## config.mk

```make
export PLATFORM = sky130hd
export DESIGN_NAME = fir_stream_ctrl
export DESIGN_NICKNAME = d
export VERILOG_FILES = /design/src/rtl/fir_stream_ctrl.sv
export SDC_FILE = /design/constraint.sdc
export NUM_CORES = 1
export LEC_CHECK = 0
export CAP_MARGIN = 20
export CORE_MARGIN = 8
export CORE_UTILIZATION = 60
export DETAILED_ROUTE_END_ITERATION = 12
export GPL_ROUTABILITY_DRIVEN = 0
export PLACE_DENSITY_LB_ADDON = 0.25
export SYNTH_ARGS = -nofsm -noshare
export SYNTH_HDL_FRONTEND = slang
export SYNTH_SLANG_ARGS = --single-unit
```

## constraint.sdc

```tcl
create_clock -name clk -period 4.45 [get_ports clk]
set_input_delay 0.6675 -clock clk [delete_from_list [all_inputs] [get_ports clk]]
set_output_delay 0.6675 -clock clk [all_outputs]
set_load 0.03 [all_outputs]
```

## src/rtl/fir_stream_ctrl.sv

```systemverilog
// fir_stream_ctrl: valid/ready flow-control wrapper around a fixed-latency,
// always-accepting pipelined FIR. A tag pipe tracks which FIR slots carry real
// samples, and credits (in-flight + queued) keep the output FIFO from overflowing.
// Define FIR_CTRL_FLUSH_EN to build the FLUSH state, which pushes TAPS zeros
// through the FIR delay line on request. Without it, only RUN exists.
module fir_stream_ctrl #(
    parameter int unsigned DW         = 16,
    parameter int unsigned OW         = 32,
    parameter int unsigned TAPS       = 100,
    parameter int unsigned LATENCY    = 9,
    parameter int unsigned FIFO_DEPTH = 16
) (
    input  logic          clk,
    input  logic          rst,
    input  logic          s_valid,
    output logic          s_ready,
    input  logic [DW-1:0] s_data,
    output logic          m_valid,
    input  logic          m_ready,
    output logic [OW-1:0] m_data,
    output logic          fir_en,
    output logic [DW-1:0] fir_din,
    input  logic [OW-1:0] fir_dout,
    input  logic          flush,
    output logic          busy,
    output logic          flush_done,
    output logic          ovf
);

    localparam int unsigned AW = (FIFO_DEPTH > 1) ? $clog2(FIFO_DEPTH) : 1;
    // Two spare bits so in-flight + queued can never wrap.
    localparam int unsigned CW = AW + 2;

    logic [LATENCY-1:0] tag_q, tag_d;
    logic [CW-1:0]      inflight_q, count_q, used;
    logic [AW-1:0]      wr_ptr_q, rd_ptr_q;
    logic [OW-1:0]      mem_q [FIFO_DEPTH];
    logic               ovf_q;
    logic               issue, tag_exit, pop, push_ok, full, empty, in_flush;

    assign used     = inflight_q + count_q;
    assign empty    = (count_q == '0);
    assign full     = (count_q == CW'(FIFO_DEPTH));
    assign tag_exit = tag_q[LATENCY-1];
    assign pop      = !empty && m_ready;
    // A push into a full FIFO is only harmless if a pop frees the slot this edge.
    assign push_ok  = tag_exit && (!full || pop);

`ifdef FIR_CTRL_FLUSH_EN
    localparam int unsigned FCW = (TAPS > 1) ? $clog2(TAPS) : 1;

    typedef enum logic [0:0] {StRun, StFlush} state_e;

    state_e         state_q;
    logic [FCW-1:0] flush_cnt_q;
    logic           flush_done_q;

    assign in_flush   = (state_q == StFlush);
    assign busy       = in_flush;
    assign flush_done = flush_done_q;

    // RUN/FLUSH sequencer; FLUSH lasts exactly TAPS cycles of zero injection
    always_ff @(posedge clk or posedge rst) begin
        if (rst) begin
            state_q      <= StRun;
            flush_cnt_q  <= '0;
            flush_done_q <= 1'b0;
        end else begin
            flush_done_q <= 1'b0;
            unique case (state_q)
                StRun: begin
                    if (flush) begin
                        state_q     <= StFlush;
                        flush_cnt_q <= '0;
                    end
                end
                StFlush: begin
                    if (flush_cnt_q == FCW'(TAPS - 1)) begin
                        state_q      <= StRun;
                        flush_done_q <= 1'b1;
                    end else begin
                        flush_cnt_q <= flush_cnt_q + 1'b1;
                    end
                end
                default: state_q <= StRun;
            endcase
        end
    end
`else
    logic        unused_flush;
    logic [31:0] unused_taps;

    assign unused_flush = flush;
    assign unused_taps  = 32'(TAPS);
    assign in_flush     = 1'b0;
    assign busy         = 1'b0;
    assign flush_done   = 1'b0;
`endif

    // Source handshake and FIR drive; ready is held low through reset
    always_comb begin
        s_ready = !rst && !in_flush && (used < CW'(FIFO_DEPTH));
        issue   = s_valid && s_ready;
        fir_en  = in_flush || issue;
        fir_din = in_flush ? '0 : s_data;
    end

    // Tag pipe: a 1 marks a FIR slot holding a real sample
    always_comb begin
        tag_d    = tag_q << 1;
        tag_d[0] = issue;
    end

    // Tag pipe register; shifts every cycle whether or not the FIR advances
    always_ff @(posedge clk or posedge rst) begin
        if (rst) begin
            tag_q <= '0;
        end else begin
            tag_q <= tag_d;
        end
    end

    // In-flight credit counter: up on issue, down when the tag leaves the pipe
    always_ff @(posedge clk or posedge rst) begin
        if (rst) begin
            inflight_q <= '0;
        end else if (issue && !tag_exit) begin
            inflight_q <= inflight_q + 1'b1;
        end else if (!issue && tag_exit) begin
            inflight_q <= inflight_q - 1'b1;
        end
    end

    // FIFO pointers, occupancy and sticky overflow flag
    always_ff @(posedge clk or posedge rst) begin
        if (rst) begin
            wr_ptr_q <= '0;
            rd_ptr_q <= '0;
            count_q  <= '0;
            ovf_q    <= 1'b0;
        end else begin
            if (push_ok) begin
                wr_ptr_q <= wr_ptr_q + 1'b1;
            end
            if (pop) begin
                rd_ptr_q <= rd_ptr_q + 1'b1;
            end
            if (push_ok && !pop) begin
                count_q <= count_q + 1'b1;
            end else if (pop && !push_ok) begin
                count_q <= count_q - 1'b1;
            end
            if (tag_exit && full && !pop) begin
                ovf_q <= 1'b1;
            end
        end
    end

    // FIFO storage; contents are don't-care until written
    always_ff @(posedge clk) begin
        if (push_ok) begin
            mem_q[wr_ptr_q] <= fir_dout;
        end
    end

    // First-word-fall-through output; data forced to 0 while empty
    always_comb begin
        m_valid = !empty;
        m_data  = empty ? '0 : mem_q[rd_ptr_q];
        ovf     = ovf_q;
    end

endmodule
```

==> results.toml, run 1 <==
[cts]
clk_latency_ns = 0.58
post_cts_buffers = 0
clock_tree.root_cell = "clkbuf_16"
cts.sinks = 542
clkTransAtPathRegs_ns = 0.06
clk_path_buf_depth = 3
cts_htree_levels = 2
cts_made_buffers = 53
cts-resized-gates = 0
cts.hold.buffers_added = 0
cts_tree = "done"

[power]
peakVddDrop_uv = 479
pwr_density_cell_nw_per_um2 = 653
leakagePower_nw = 8.06

[grt]
grt_use_met2_pct = 34.9
track_usage_pct = 21.1
grt_use_met1_pct = 29.0
antenna_found_initial = 2
grt_overflow = 0
top_usage_layer = "met2"
grt_util_met3_pct = 3.30
grt_pass1_wl_um = 65200
grt_max_degree = 47
grt_pass1_vias = 10400

[floorplanning]
die-area_um2 = 41800
die-height_um = 204
num_rows = 69
fp.coreArea_um2 = 35200
start_util_pct = 60.4
io_pins = 107
die_x_um = 204

[finish]
final_cells = 1575
drive_above_1_share_pct = 25.1
multiInputGateArea_um2 = 4800
nets = 1146
syn_to_final_growth_pct = 14.9
regArea_um2 = 16100
nFillCells = 2123

[timing]
setup_tns_ns = 0
finalHoldViolCount = 0
fin_crit_sh_pct = 93.9
setup_viol = 0
worst_pin_slew_ns = 0.926
relSlewSlack_pct = 38.3
max_freq_mhz = 239
drv_slew = 0
fin_crit_ns = 4.18
finalClockSkew_ns = 0.0292
rsz0062_at_grt = "no"

[logic_synthesis]
synth-seq-cells = 542
synth_cells = 967
synth_edf_count = 512
ys_types = 45
ys.flop_type = "edfxtp_1"
yosysWarningCount = 0
syn_area_um2 = 21300
async_flop_share_pct = 5.54
seq_area_frac_synth_pct = 75.8
avgSynthCellArea_um2 = 22.0

[run_status]
status = "complete, no violations"

[critical_path]
path_buf_inv = 2
worstPathArrival_ns = 3.51
r2r_slack_ns = 0.91
worstReg2RegEnd = "inflight_q[5]$_DFFE_PP0P_"
path_depth = 6
crit_slowest_cell = "clkdlybuf4s50_1"
path_cells = "or4_4 -> or3_4 -> nand2_2 -> buf_12 -> o22ai_1 -> clkdlybuf4s50_1"
cpLargestDelayFamily = "simple AND/OR/NAND/NOR gates"
critical_path_required_ns = 3.78
critical_path.max_fanout = 20
r2r-start = "count_q[1]$_DFFE_PP0P_"
reg2regPathDepth = 13
start_kind = "flip-flop"
path_class = "reg2out"
slowest_delay_ns = 0.64
crit_path_end_kind = "output port"

[min_path]
hold_path_class = "reg2reg"
min_to = "tag_q[3]$_DFF_PP0_"
hp-start = "tag_q[2]$_DFF_PP0_"
hold_depth = 0

[drt]
routed_wl_um = 43400
ant_nets = 0
vias_per_cell = 6.29
routedWlPerCell_um = 27.5
vias = 9906
post-route-drc-count = 0
drtIter0Drc = 919
drt_pre_antenna_iters = 5

[placed_design]
hpwl_um = 24000
io_buffers = 71
dp_cells = 1478

[run]
max_cap_violations = 0
==> through the flow <==
stage          power (mW)  hold slack (ns)  util, %  area, µm²  worst slack (ns)
6_report             16.0            0.350     69.4      24500             0.273
5_1_grt              16.6            0.358     69.4      24500             0.179
4_1_cts              16.1            0.355     69.4      24500             0.214
3_5_place_dp         11.5            0.336     64.4      22700             0.666
3_3_place_gp         11.5            0.335     64.3      22700             0.737
2_1_floorplan        9.88            0.331        -      21300             0.412
==> cell usage after synthesis, types with 6 or more instances <==
cell type / count / area share (%)
edfxtp_1: 512 / 72
buf_2: 13 / 0.31
xor2_1: 7 / 0.29
ha_1: 19 / 1.1
mux2i_1: 65 / 3.1
clkbuf_1: 20 / 0.35
o21ai_0: 13 / 0.31
dfrtp_1: 30 / 3.5
inv_1: 9 / 0.16
mux4_2: 128 / 14
buf_1: 6 / 0.11
buf_4: 24 / 0.85
o22ai_1: 32 / 0.94
nand2_1: 9 / 0.16
and2_1: 17 / 0.50
xnor2_1: 9 / 0.37
==> flip-flops by register name, summed over array words and instances (netlist names) <==
signal	count
count_q	6
inflight_q	6
mem_q	512
ovf	1
rd_ptr_q	4
tag_q	9
wr_ptr_q	4
==> how the worst max path moves through the flow <==
stage | startpoint | endpoint | slack [ns]
after floorplan | count_q[5]$_DFFE_PP0P_ | inflight_q[5]$_DFFE_PP0P_ | 0.41
after global placement | m_ready | count_q[5]$_DFFE_PP0P_ | 0.74
after detailed placement | m_ready | count_q[5]$_DFFE_PP0P_ | 0.67
after CTS | count_q[0]$_DFFE_PP0P_ | m_data[23] | 0.21
after global routing | count_q[0]$_DFFE_PP0P_ | m_data[23] | 0.18
final | count_q[0]$_DFFE_PP0P_ | m_data[23] | 0.27
==> power by group <==
group | switching, mW | internal, mW
sequential | 0.428 | 5.86
clock | 1.85 | 2.70
combinational | 2.62 | 2.50
==> per-layer routing <==
layer	share of wire [%]	vias up
met2	51	369
li1	-	4237
met1	41	5221
met5	0.062	-
met3	6.5	75
met4	2.4	4
==> cells in the final DEF (no fill, tap or decap), types with 2 or more instances in the layout <==
cell type / n
nand3_1: 3
inv_6: 3
xor2_1: 7
fa_1: 2
conb_1: 2
and2_2: 16
nor3_1: 4
nor3b_1: 3
dfrtp_1: 27
mux2i_1: 65
clkdlybuf4s50_1: 71
clkbuf_16: 53
buf_12: 8
bufinv_16: 9
a21o_1: 4
mux2_2: 3
clkbuf_1: 8
inv_1: 9
edfxtp_1: 512
ha_1: 19
nand2_1: 9
nand3b_1: 3
buf_4: 32
xnor2_1: 9
or3b_2: 2
clkinv_2: 7
a211oi_1: 3
nor2_1: 3
clkinv_1: 11
clkinvlp_4: 5
o21ai_0: 13
a21oi_1: 3
mux4_2: 128
o22ai_1: 32
dfrtp_4: 3
nor4_1: 4
==> layout make-up <==
class	count	share of cell area (%)
inverter	10	0.153
tap	461	2.36
timing repair buffer	112	4.66
clock inverter	35	1.68
clock buffer	61	5.55
antenna	1	0.0102
sequential	542	66.0
multi-input combinational	353	19.6
==> cells by family (layout without fill, tap and decap cells) <==
group | after synthesis | after routing | synth area share [%]
flip-flops | 542 | 542 | 75.8
multiplexers | 196 | 196 | 16.8
buffers and inverters | 73 | 218 | 1.79
AO/OA/AOI/OAI | 61 | 61 | 1.96
AND/OR/NAND/NOR | 56 | 56 | 1.63
adder cells (fa/ha/maj) | 21 | 21 | 1.31
XOR/XNOR | 17 | 17 | 0.770
other | 1 | 3 | 0.0176
(Power assumes the default switching activity.)
==> run 2, diff against run 1 <==
--- a/config.mk
+++ b/config.mk
@@ -9,7 +9,6 @@
 export CORE_MARGIN = 8
 export CORE_UTILIZATION = 60
 export DETAILED_ROUTE_END_ITERATION = 12
-export GPL_ROUTABILITY_DRIVEN = 0
 export PLACE_DENSITY_LB_ADDON = 0.25
 export SYNTH_ARGS = -nofsm -noshare
 export SYNTH_HDL_FRONTEND = slang
==> results of run 2 <==
No change in the layout: final DEF, timing and power equal those of run 1.
==> run 3, diff against run 2 <==
--- a/config.mk
+++ b/config.mk
@@ -5,6 +5,7 @@
 export SDC_FILE = /design/constraint.sdc
 export NUM_CORES = 1
 export LEC_CHECK = 0
+export ABC_CLOCK_PERIOD_IN_PS = 4450
 export CAP_MARGIN = 20
 export CORE_MARGIN = 8
 export CORE_UTILIZATION = 60
==> results of run 3 <==
No change in the layout: final DEF, timing and power equal those of run 1.
